[config.mk]
export PLATFORM = sky130hd
export DESIGN_NAME = imem_responder
export DESIGN_NICKNAME = d
export VERILOG_FILES = /design/src/rtl/imem_responder.sv
export SDC_FILE = /design/constraint.sdc
export NUM_CORES = 1
export LEC_CHECK = 0
export CAP_MARGIN = 5
export CORE_MARGIN = 4
export CORE_UTILIZATION = 45
export DETAILED_ROUTE_END_ITERATION = 8
export PLACE_DENSITY = 0.73
export RECOVER_POWER = 50
export SYNTH_ARGS = -nofsm -noshare
export SYNTH_HDL_FRONTEND = slang
export SYNTH_SLANG_ARGS = --single-unit
export TNS_END_PERCENT = 5
[constraint.sdc]
create_clock -name clk -period 4 [get_ports clk]
set_clock_uncertainty 0.2 [all_clocks]
set_input_delay 1 -clock clk [delete_from_list [all_inputs] [get_ports clk]]
set_output_delay 1 -clock clk [all_outputs]
set_load 0.05 [all_outputs]
[src/rtl/imem_responder.sv]
// imem_responder: two-entry instruction word buffer for the fetch unit.
// Fills misses over a single-ported 16-bit ready-handshake bus.
//
// Ports:
//   clk          system clock, rising edge
//   a_rst        asynchronous reset, active low
//   pc_addr      instruction address (bit 0 ignored)
//   pf_addr      prefetch address (bit 0 ignored)
//   fetch_en     fetch unit wants valid words this cycle
//   flush        invalidate both buffer entries
//   fetch_opc    buffered word at pc_addr, RESET_WORD on miss
//   prefetch_opc buffered word at pf_addr, RESET_WORD on miss
//   hold         stall: words not yet valid
//   mem_addr     external bus word address (bit 0 always 0)
//   mem_rd       external read request
//   mem_rdata    external read data, valid with mem_ready
//   mem_ready    external bus completes the current read
module imem_responder #(
    parameter logic [15:0] RESET_WORD = 16'h0000
) (
    input  logic        clk,
    input  logic        a_rst,
    input  logic [15:0] pc_addr,
    input  logic [15:0] pf_addr,
    input  logic        fetch_en,
    input  logic        flush,
    output logic [15:0] fetch_opc,
    output logic [15:0] prefetch_opc,
    output logic        hold,
    output logic [15:0] mem_addr,
    output logic        mem_rd,
    input  logic [15:0] mem_rdata,
    input  logic        mem_ready
);

    localparam logic [1:0] S_IDLE  = 2'd0;
    localparam logic [1:0] S_RD_PC = 2'd1;
    localparam logic [1:0] S_RD_PF = 2'd2;

    logic [1:0]  r_state;
    logic        r_v0;
    logic        r_v1;
    logic [14:0] r_t0;
    logic [14:0] r_t1;
    logic [15:0] r_d0;
    logic [15:0] r_d1;
    logic [14:0] r_lat_pc;
    logic [14:0] r_lat_pf;
    logic        r_pf_hit_lat;
    // A flush hit the bus cycle in flight; its data must be dropped.
    logic        r_drop;

    logic [14:0] w_pc_tag;
    logic [14:0] w_pf_tag;
    logic        w_pc_h0;
    logic        w_pc_h1;
    logic        w_pf_h0;
    logic        w_pf_h1;
    logic        w_pc_hit;
    logic        w_pf_hit;
    logic        w_need;
    logic        w_busy;
    logic        w_fill;
    logic        w_fill_e1;
    logic [14:0] w_fill_tag;
    logic [14:0] w_keep_tag;
    logic        w_unused_lsb;

    assign w_pc_tag     = pc_addr[15:1];
    assign w_pf_tag     = pf_addr[15:1];
    assign w_unused_lsb = pc_addr[0] ^ pf_addr[0];

    assign w_pc_h0  = r_v0 & (r_t0 == w_pc_tag);
    assign w_pc_h1  = r_v1 & (r_t1 == w_pc_tag);
    assign w_pf_h0  = r_v0 & (r_t0 == w_pf_tag);
    assign w_pf_h1  = r_v1 & (r_t1 == w_pf_tag);
    assign w_pc_hit = w_pc_h0 | w_pc_h1;
    assign w_pf_hit = w_pf_h0 | w_pf_h1;
    assign w_need   = ~w_pc_hit | ~w_pf_hit;
    assign w_busy   = (r_state != S_IDLE);

    // E0 wins when both entries hold the same tag.
    assign fetch_opc    = w_pc_h0 ? r_d0 :
                          w_pc_h1 ? r_d1 : RESET_WORD;
    assign prefetch_opc = w_pf_h0 ? r_d0 :
                          w_pf_h1 ? r_d1 : RESET_WORD;

    // A flush in IDLE also stalls: the hits shown this cycle die at the edge.
    assign hold = w_busy | (fetch_en & (flush | w_need));

    always_comb begin
        mem_rd   = 1'b0;
        mem_addr = 16'h0000;
        unique case (r_state)
            S_RD_PC: begin
                mem_rd   = 1'b1;
                mem_addr = {r_lat_pc, 1'b0};
            end
            S_RD_PF: begin
                mem_rd   = 1'b1;
                mem_addr = {r_lat_pf, 1'b0};
            end
            default: begin
                mem_rd   = 1'b0;
                mem_addr = 16'h0000;
            end
        endcase
    end

    // The fill goes to whichever entry does not hold the other latched word,
    // so the pair fetched together never evicts itself.
    assign w_fill_tag = (r_state == S_RD_PC) ? r_lat_pc : r_lat_pf;
    assign w_keep_tag = (r_state == S_RD_PC) ? r_lat_pf : r_lat_pc;
    assign w_fill_e1  = r_v0 & (r_t0 == w_keep_tag);
    assign w_fill     = w_busy & mem_ready & ~flush & ~r_drop;

    always_ff @(posedge clk or negedge a_rst) begin
        if (!a_rst) begin
            r_state      <= S_IDLE;
            r_v0         <= 1'b0;
            r_v1         <= 1'b0;
            r_t0         <= '0;
            r_t1         <= '0;
            r_d0         <= '0;
            r_d1         <= '0;
            r_lat_pc     <= '0;
            r_lat_pf     <= '0;
            r_pf_hit_lat <= 1'b0;
            r_drop       <= 1'b0;
        end else begin
            unique case (r_state)
                S_IDLE: begin
                    if (fetch_en & ~flush & w_need) begin
                        r_lat_pc     <= w_pc_tag;
                        r_lat_pf     <= w_pf_tag;
                        r_pf_hit_lat <= w_pf_hit;
                        r_state      <= w_pc_hit ? S_RD_PF : S_RD_PC;
                    end
                end
                S_RD_PC: begin
                    if (mem_ready) begin
                        r_drop <= 1'b0;
                        if (flush | r_drop)
                            r_state <= S_IDLE;
                        else if ((r_lat_pf != r_lat_pc) & ~r_pf_hit_lat)
                            r_state <= S_RD_PF;
                        else
                            r_state <= S_IDLE;
                    end else if (flush) begin
                        r_drop <= 1'b1;
                    end
                end
                S_RD_PF: begin
                    if (mem_ready) begin
                        r_drop  <= 1'b0;
                        r_state <= S_IDLE;
                    end else if (flush) begin
                        r_drop <= 1'b1;
                    end
                end
                default: begin
                    r_state <= S_IDLE;
                end
            endcase

            if (flush) begin
                r_v0 <= 1'b0;
                r_v1 <= 1'b0;
            end else if (w_fill) begin
                if (w_fill_e1) begin
                    r_v1 <= 1'b1;
                    r_t1 <= w_fill_tag;
                    r_d1 <= mem_rdata;
                end else begin
                    r_v0 <= 1'b1;
                    r_t0 <= w_fill_tag;
                    r_d0 <= mem_rdata;
                end
            end
        end
    end

endmodule

Word-level counts from Yosys, hierarchy flattened
Index checks and enable logic that the tools add are counted.
Widths: inputs -> output; s select.
{"block": "classes", "n_eq_ne": 12, "mux": 23, "n_bitwise": 24, "n_reduce_logical": 13}
{"op": "$eq 15x15->1", "n": 5}
{"op": "$mux 16", "n": 4}
{"op": "$pmux 16 s2", "n": 1}
{"op": "$mux 15", "n": 2}
{"op": "$ne 15x15->1", "n": 1}
{"op": "$and 1x1->1", "n": 12}
{"op": "$mux 2", "n": 6}
{"op": "$mux 1", "n": 9}
{"op": "$reduce_and 3->1", "n": 3}
{"op": "$ne 2x2->1 const B", "n": 4}
{"op": "$reduce_and 2->1", "n": 4}
{"op": "$reduce_bool 2->1", "n": 4}
{"op": "$not 1->1", "n": 6}
{"op": "$or 1x1->1", "n": 6}
{"op": "$pmux 2 s3", "n": 1}
{"op": "$eq 2x1->1 const B", "n": 1}
{"op": "$eq 2x2->1 const B", "n": 1}
{"op": "$logic_not 2->1", "n": 1}
{"op": "$reduce_or 2->1", "n": 1}
{"block": "totals", "regBits": 98, "in_bits": 53, "output_inout_bits": 50, "elab_cells": 83}

Logic depth before layout (Yosys ltp)
Gate-level depths: netlist (run 1).
{"block": "depth", "ltp_word": 8, "mapped_depth": 11, "mapped_depth_nobuf": 8}

Worst setup path before layout (run 1)
Ideal clock, no wire load.
{"block": "synth_path", "kind": "in2out", "from": "input port pf_addr[2]", "to": "output port prefetch_opc[10]", "arrival_time_ps": 2812, "t_required_ps": 2800, "setup_slack_ps": -12, "path_stages": 7, "path_buffers": 2, "cell_sequence": "xnor2_1 nand4_1 nor4_1 nor2b_1 clkbuf_1 clkbuf_1 a22o_1"}
{"block": "synth_via", "elab_chain_len": 4, "word_cells_on_any_way": 6, "classes_between": "eq/ne (2); mux (2); bitwise (2)"}
{"element": "from (decl)", "line": "24", "source": "input logic [15:0] pf_addr,"}
{"element": "$eq 15x15->1", "line": "76", "source": "assign w_pf_h1 = r_v1 & (r_t1 == w_pf_tag);"}
{"element": "$and 1x1->1", "line": "76"}
{"element": "$mux 16", "line": "86", "source": "w_pf_h1 ? r_d1 : RESET_WORD;"}
{"element": "$mux 16 (*)", "line": "85", "source": "assign prefetch_opc = w_pf_h0 ? r_d0 :"}
{"element": "to (decl)", "line": "28", "source": "output logic [15:0] prefetch_opc,"}
Mark *: on every way between the ends. The rest lies on a longest branch, timed or not.

Worst setup path after layout (run 1)
{"block": "layout_path", "from": "input port pf_addr[8]", "to": "output port prefetch_opc[14]"}
Same word-level chain as after synthesis.

==> results of run 1 <==
[timing repair]
| item | CTS | global route |
|---|---|---|
| resized for setup | 63 | 48 |
| gates cloned | 2 | 0 |
| pin swaps | 19 | 30 |
| endpoints found under the hold margin | 0 | 0 |
| buffers inserted | 2 | 0 |
| endpoints found under the setup margin | 33 | 33 |
[per-stage QoR]
stage                     instances  power, mW  setup WS, ns  utilization (%)
after floorplan                 498       3.13       -0.0119                -
after global placement          764       3.78        -0.457             59.5
after detailed placement        764       3.87        -0.375             59.5
after CTS                       784       4.90      -0.00229             63.7
after global routing            785       5.17       -0.0443             64.3
final                           785       4.92        0.0270             64.3
[report_power, final]
part	switching [mW]	total (mW)	internal (mW)
clock	0.382	0.993	0.611
sequential	0.431	1.76	1.33
combinational	1.24	2.17	0.927
total	2.05	4.92	2.87
[final timing paths]
check	end	slack (ns)
worst max register to register	r_d1[15]	0.51
worst max-delay path	prefetch_opc[14]	0.03
worst min register to register	r_d1[14]	0.31
max in group asynchronous	r_d0[3]	0.71
min in group asynchronous	r_t0[6]	1.32
worst min-delay path	r_d1[14]	0.31
[state kept, by name, indices dropped and copies added, names as in the netlist]
name and flops:
r_d1 16, r_v1 1, r_lat_pc 15, r_t1 15, r_state 2, r_lat_pf 15, r_pf_hit_lat 1, r_drop 1
r_v0 1, r_d0 16, r_t0 15
[cell families after synthesis]
group           after synthesis
compound gates               76
xor+xnor                     90
fa+ha+maj                     3
buf+inv                      46
flops                        98
mux                         107
other cells                   1
simple gates                 77
[synth_stat cells, types with 2 or more instances]
master,count
sky130_fd_sc_hd__dfrtp_1,98
sky130_fd_sc_hd__xnor2_1,60
sky130_fd_sc_hd__mux2_1,59
sky130_fd_sc_hd__mux2_2,33
sky130_fd_sc_hd__a22o_1,32
sky130_fd_sc_hd__nand2_1,32
sky130_fd_sc_hd__xor2_1,30
sky130_fd_sc_hd__nand4_1,21
sky130_fd_sc_hd__inv_1,20
sky130_fd_sc_hd__o21ai_0,17
sky130_fd_sc_hd__a21boi_0,15
sky130_fd_sc_hd__mux2i_1,15
sky130_fd_sc_hd__clkbuf_1,11
sky130_fd_sc_hd__nor2_1,8
sky130_fd_sc_hd__nor4_1,6
sky130_fd_sc_hd__a21oi_1,5
sky130_fd_sc_hd__buf_2,5
sky130_fd_sc_hd__buf_4,5
sky130_fd_sc_hd__buf_6,4
sky130_fd_sc_hd__ha_1,3
sky130_fd_sc_hd__nand2b_1,2
sky130_fd_sc_hd__nor2b_1,2
sky130_fd_sc_hd__o22ai_1,2
[routing by layer]
metal | global-route usage [%] | share of wire [%] | vias to the layer above
met5 | 0 | 0 | -
met4 | 10.7 | 3.0 | 0
met3 | 3.53 | 4.8 | 41
met2 | 37.7 | 50 | 140
met1 | 29.4 | 42 | 2221
li1 | - | - | 1989
[cell type report]
class	count	area, µm²
fill	888	4340
clock inverter	5	103
antenna	1	2.50
timing repair buffer	128	1480
inverter	20	75.1
clock buffer	11	233
multi-input combinational	354	3260
tap	168	210
sequential	98	2450
[worst max-delay path, stage by stage]
cell and delay (ns):
sky130_fd_sc_hd__dlygate4sd2_1 0.29, sky130_fd_sc_hd__xnor2_1 0.26, sky130_fd_sc_hd__nand4_1 0.19, sky130_fd_sc_hd__nor4_4 0.27, sky130_fd_sc_hd__buf_4 0.18, sky130_fd_sc_hd__nor2b_4 0.05
sky130_fd_sc_hd__buf_8 0.14, sky130_fd_sc_hd__a22o_1 0.23, sky130_fd_sc_hd__buf_12 0.15
==> impl_metrics.xml, run 1 <==
<?xml version="1.0" encoding="UTF-8"?>
<metrics>
  <group name="clocking">
    <metric name="clkSinkCount" unit="">98</metric>
    <metric name="cts_root_buffer" unit="">sky130_fd_sc_hd__clkbuf_16</metric>
    <metric name="cts.reportedPaths.clkPinSlew" unit="ns">0.06</metric>
    <metric name="worst_skew_pair.late_latency" unit="ns">0.35</metric>
    <metric name="cts_tree" unit="">yes</metric>
    <metric name="cts.hold.buffers_added" unit="">0</metric>
    <metric name="cts_made_buffers" unit="">9</metric>
    <metric name="clockBufferDepth" unit="">2</metric>
    <metric name="htreeDepth" unit="">3</metric>
  </group>
  <group name="global_routing">
    <metric name="number_of_antenna_violations_at_the_first_check_in_global_routing" unit="">1</metric>
    <metric name="grtUsageTotal" unit="%">22.8</metric>
    <metric name="grt_max_degree" unit="">51</metric>
    <metric name="grt-ovfl-total" unit="">0</metric>
    <metric name="grt_pass1_wl" unit="mm">25.2</metric>
    <metric name="vias_in_the_first_global_route" unit="">4623</metric>
  </group>
  <group name="detailed_routing">
    <metric name="antenna_left" unit="">0</metric>
    <metric name="drt_first_pass_iters" unit="">5</metric>
    <metric name="routed_wirelength" unit="mm">16.2</metric>
    <metric name="routed-via-count" unit="">4391</metric>
    <metric name="avgRoutedWirePerCell" unit="µm">20.6</metric>
    <metric name="detailedRoute.firstIterationViolations" unit="">362</metric>
    <metric name="viasPerCell" unit="">5.59</metric>
    <metric name="drc" unit="">0</metric>
  </group>
  <group name="placed_design">
    <metric name="finalWeightedCongestion" unit="">0.919</metric>
    <metric name="placedInstanceArea" unit="mm²">0.00724</metric>
    <metric name="port_buffers" unit="">99</metric>
    <metric name="detailed_place_hpwl" unit="mm">11.4</metric>
  </group>
  <group name="run_status">
    <metric name="violated_checks" unit="">max-capacitance violations, max-slew violations</metric>
    <metric name="result_of_the_run" unit="">complete, but fails checks</metric>
  </group>
  <group name="critical_path">
    <metric name="critical_path_arrival" unit="ns">2.77</metric>
    <metric name="reg2reg_from" unit="">r_state[1]</metric>
    <metric name="critical_path.startpoint_type" unit="">primary input</metric>
    <metric name="crit_path_max_fanout" unit="">8</metric>
    <metric name="worst-endpoint-required" unit="ns">2.80</metric>
    <metric name="worst_r2r_path_depth" unit="">10</metric>
    <metric name="crit_path_end_kind" unit="">output pin</metric>
    <metric name="critPathLaunch" unit="">pf_addr[8]</metric>
    <metric name="timing.setup.critical_path_class" unit="">in2out</metric>
  </group>
  <group name="power_and_ir_drop">
    <metric name="p_per_area" unit="mW/mm²">630</metric>
    <metric name="p_leak" unit="nW">3.44</metric>
    <metric name="ir_worst_vdd" unit="mV">0.459</metric>
  </group>
  <group name="yosys">
    <metric name="post_synth_xor_area_fraction" unit="%">13.9</metric>
    <metric name="ys_seq_elements" unit="">98</metric>
    <metric name="asyncSetResetFlopFracSynth" unit="%">100</metric>
    <metric name="post_synth.cell_area_avg" unit="µm²">11.4</metric>
    <metric name="seq_area_frac_synth" unit="%">43.4</metric>
    <metric name="synth_top_family_by_area" unit="">multiplexers</metric>
    <metric name="synthSimpleGateAreaFrac" unit="%">7.10</metric>
    <metric name="post_synth_fa_ha_maj_area_fraction" unit="%">0.664</metric>
    <metric name="synth_nets" unit="">554</metric>
    <metric name="count_of_unique_library_cells_instantiated_by_yosys" unit="">36</metric>
    <metric name="post_synth_mux_area_share" unit="%">21.0</metric>
    <metric name="area_of_the_mapped_netlist" unit="mm²">0.00565</metric>
    <metric name="yosys-top-cells-area" unit="">sky130_fd_sc_hd__dfrtp_1 (43%), sky130_fd_sc_hd__mux2_1 (12%), sky130_fd_sc_hd__xnor2_1 (9.3%)</metric>
    <metric name="synth_edf_count" unit="">0</metric>
    <metric name="synth.largest_area_cell" unit="">sky130_fd_sc_hd__dfrtp_1</metric>
    <metric name="syn-instance-count" unit="">498</metric>
    <metric name="synth-main-ff-cell" unit="">sky130_fd_sc_hd__dfrtp_1</metric>
    <metric name="synth_compound_gate_area_share" unit="%">9.83</metric>
    <metric name="netlist.area_leader.share" unit="%">43.4</metric>
    <metric name="synthesis.yosys.warnings" unit="">0</metric>
  </group>
  <group name="worst_hold_path">
    <metric name="worst_hold_path_type" unit="">reg2reg</metric>
    <metric name="hold_path.startpoint" unit="">r_d1[14]</metric>
    <metric name="depth_of_the_worst_hold_timing_path" unit="">1</metric>
  </group>
  <group name="floorplanning">
    <metric name="initial_core_util" unit="%">46.5</metric>
    <metric name="num_io_pins" unit="">103</metric>
    <metric name="die-height" unit="µm">120</metric>
    <metric name="dieWidth" unit="µm">120</metric>
    <metric name="std_cell_rows" unit="">40</metric>
    <metric name="die_area" unit="mm²">0.0144</metric>
    <metric name="core_area" unit="mm²">0.0122</metric>
  </group>
  <group name="sta">
    <metric name="hold_viol" unit="">0</metric>
    <metric name="finalHoldWorstSlack" unit="ns">0.313</metric>
    <metric name="post-route-min-period" unit="ns">3.97</metric>
    <metric name="rsz0062_at_grt" unit="">yes</metric>
    <metric name="final-max-slew-violation-count" unit="">49</metric>
    <metric name="fmaxAchievable" unit="MHz">252</metric>
    <metric name="timing.slew.headroom" unit="%">-83.2</metric>
    <metric name="timing.setup.tns" unit="ns">0</metric>
    <metric name="setup-violations-final" unit="">0</metric>
    <metric name="final.period_utilization" unit="%">99.3</metric>
    <metric name="worst_pin_slew" unit="ns">2.75</metric>
  </group>
  <group name="cells_and_area">
    <metric name="final_common_cell" unit="">sky130_fd_sc_hd__dfrtp_1</metric>
    <metric name="design.final.nets" unit="">667</metric>
    <metric name="final_design_area_no_fill" unit="mm²">0.00782</metric>
    <metric name="highest_count_cells_in_the_layout_ignoring_fill_and_taps" unit="">sky130_fd_sc_hd__dfrtp_1 (98), sky130_fd_sc_hd__mux2_1 (59), sky130_fd_sc_hd__xnor2_1 (42)</metric>
    <metric name="syn2layout_area_growth" unit="%">38.3</metric>
    <metric name="layout-drive-gt1-share" unit="%">28.7</metric>
  </group>
  <group name="flow_run">
    <metric name="maxCapViolations" unit="">1</metric>
  </group>
</metrics>
Note: power is estimated with default switching activity, not from simulation.
==> run 2, diff against run 1 <==
--- a/config.mk
+++ b/config.mk
@@ -8,7 +8,9 @@
 export CAP_MARGIN = 5
 export CORE_MARGIN = 4
 export CORE_UTILIZATION = 45
+export CTS_CLUSTER_DIAMETER = 30
 export DETAILED_ROUTE_END_ITERATION = 8
+export HOLD_SLACK_MARGIN = 0.12
 export PLACE_DENSITY = 0.73
 export RECOVER_POWER = 50
 export SYNTH_ARGS = -nofsm -noshare
==> results of run 2 <==
Same layout as run 1: the final DEF is identical, and so are final timing and power.
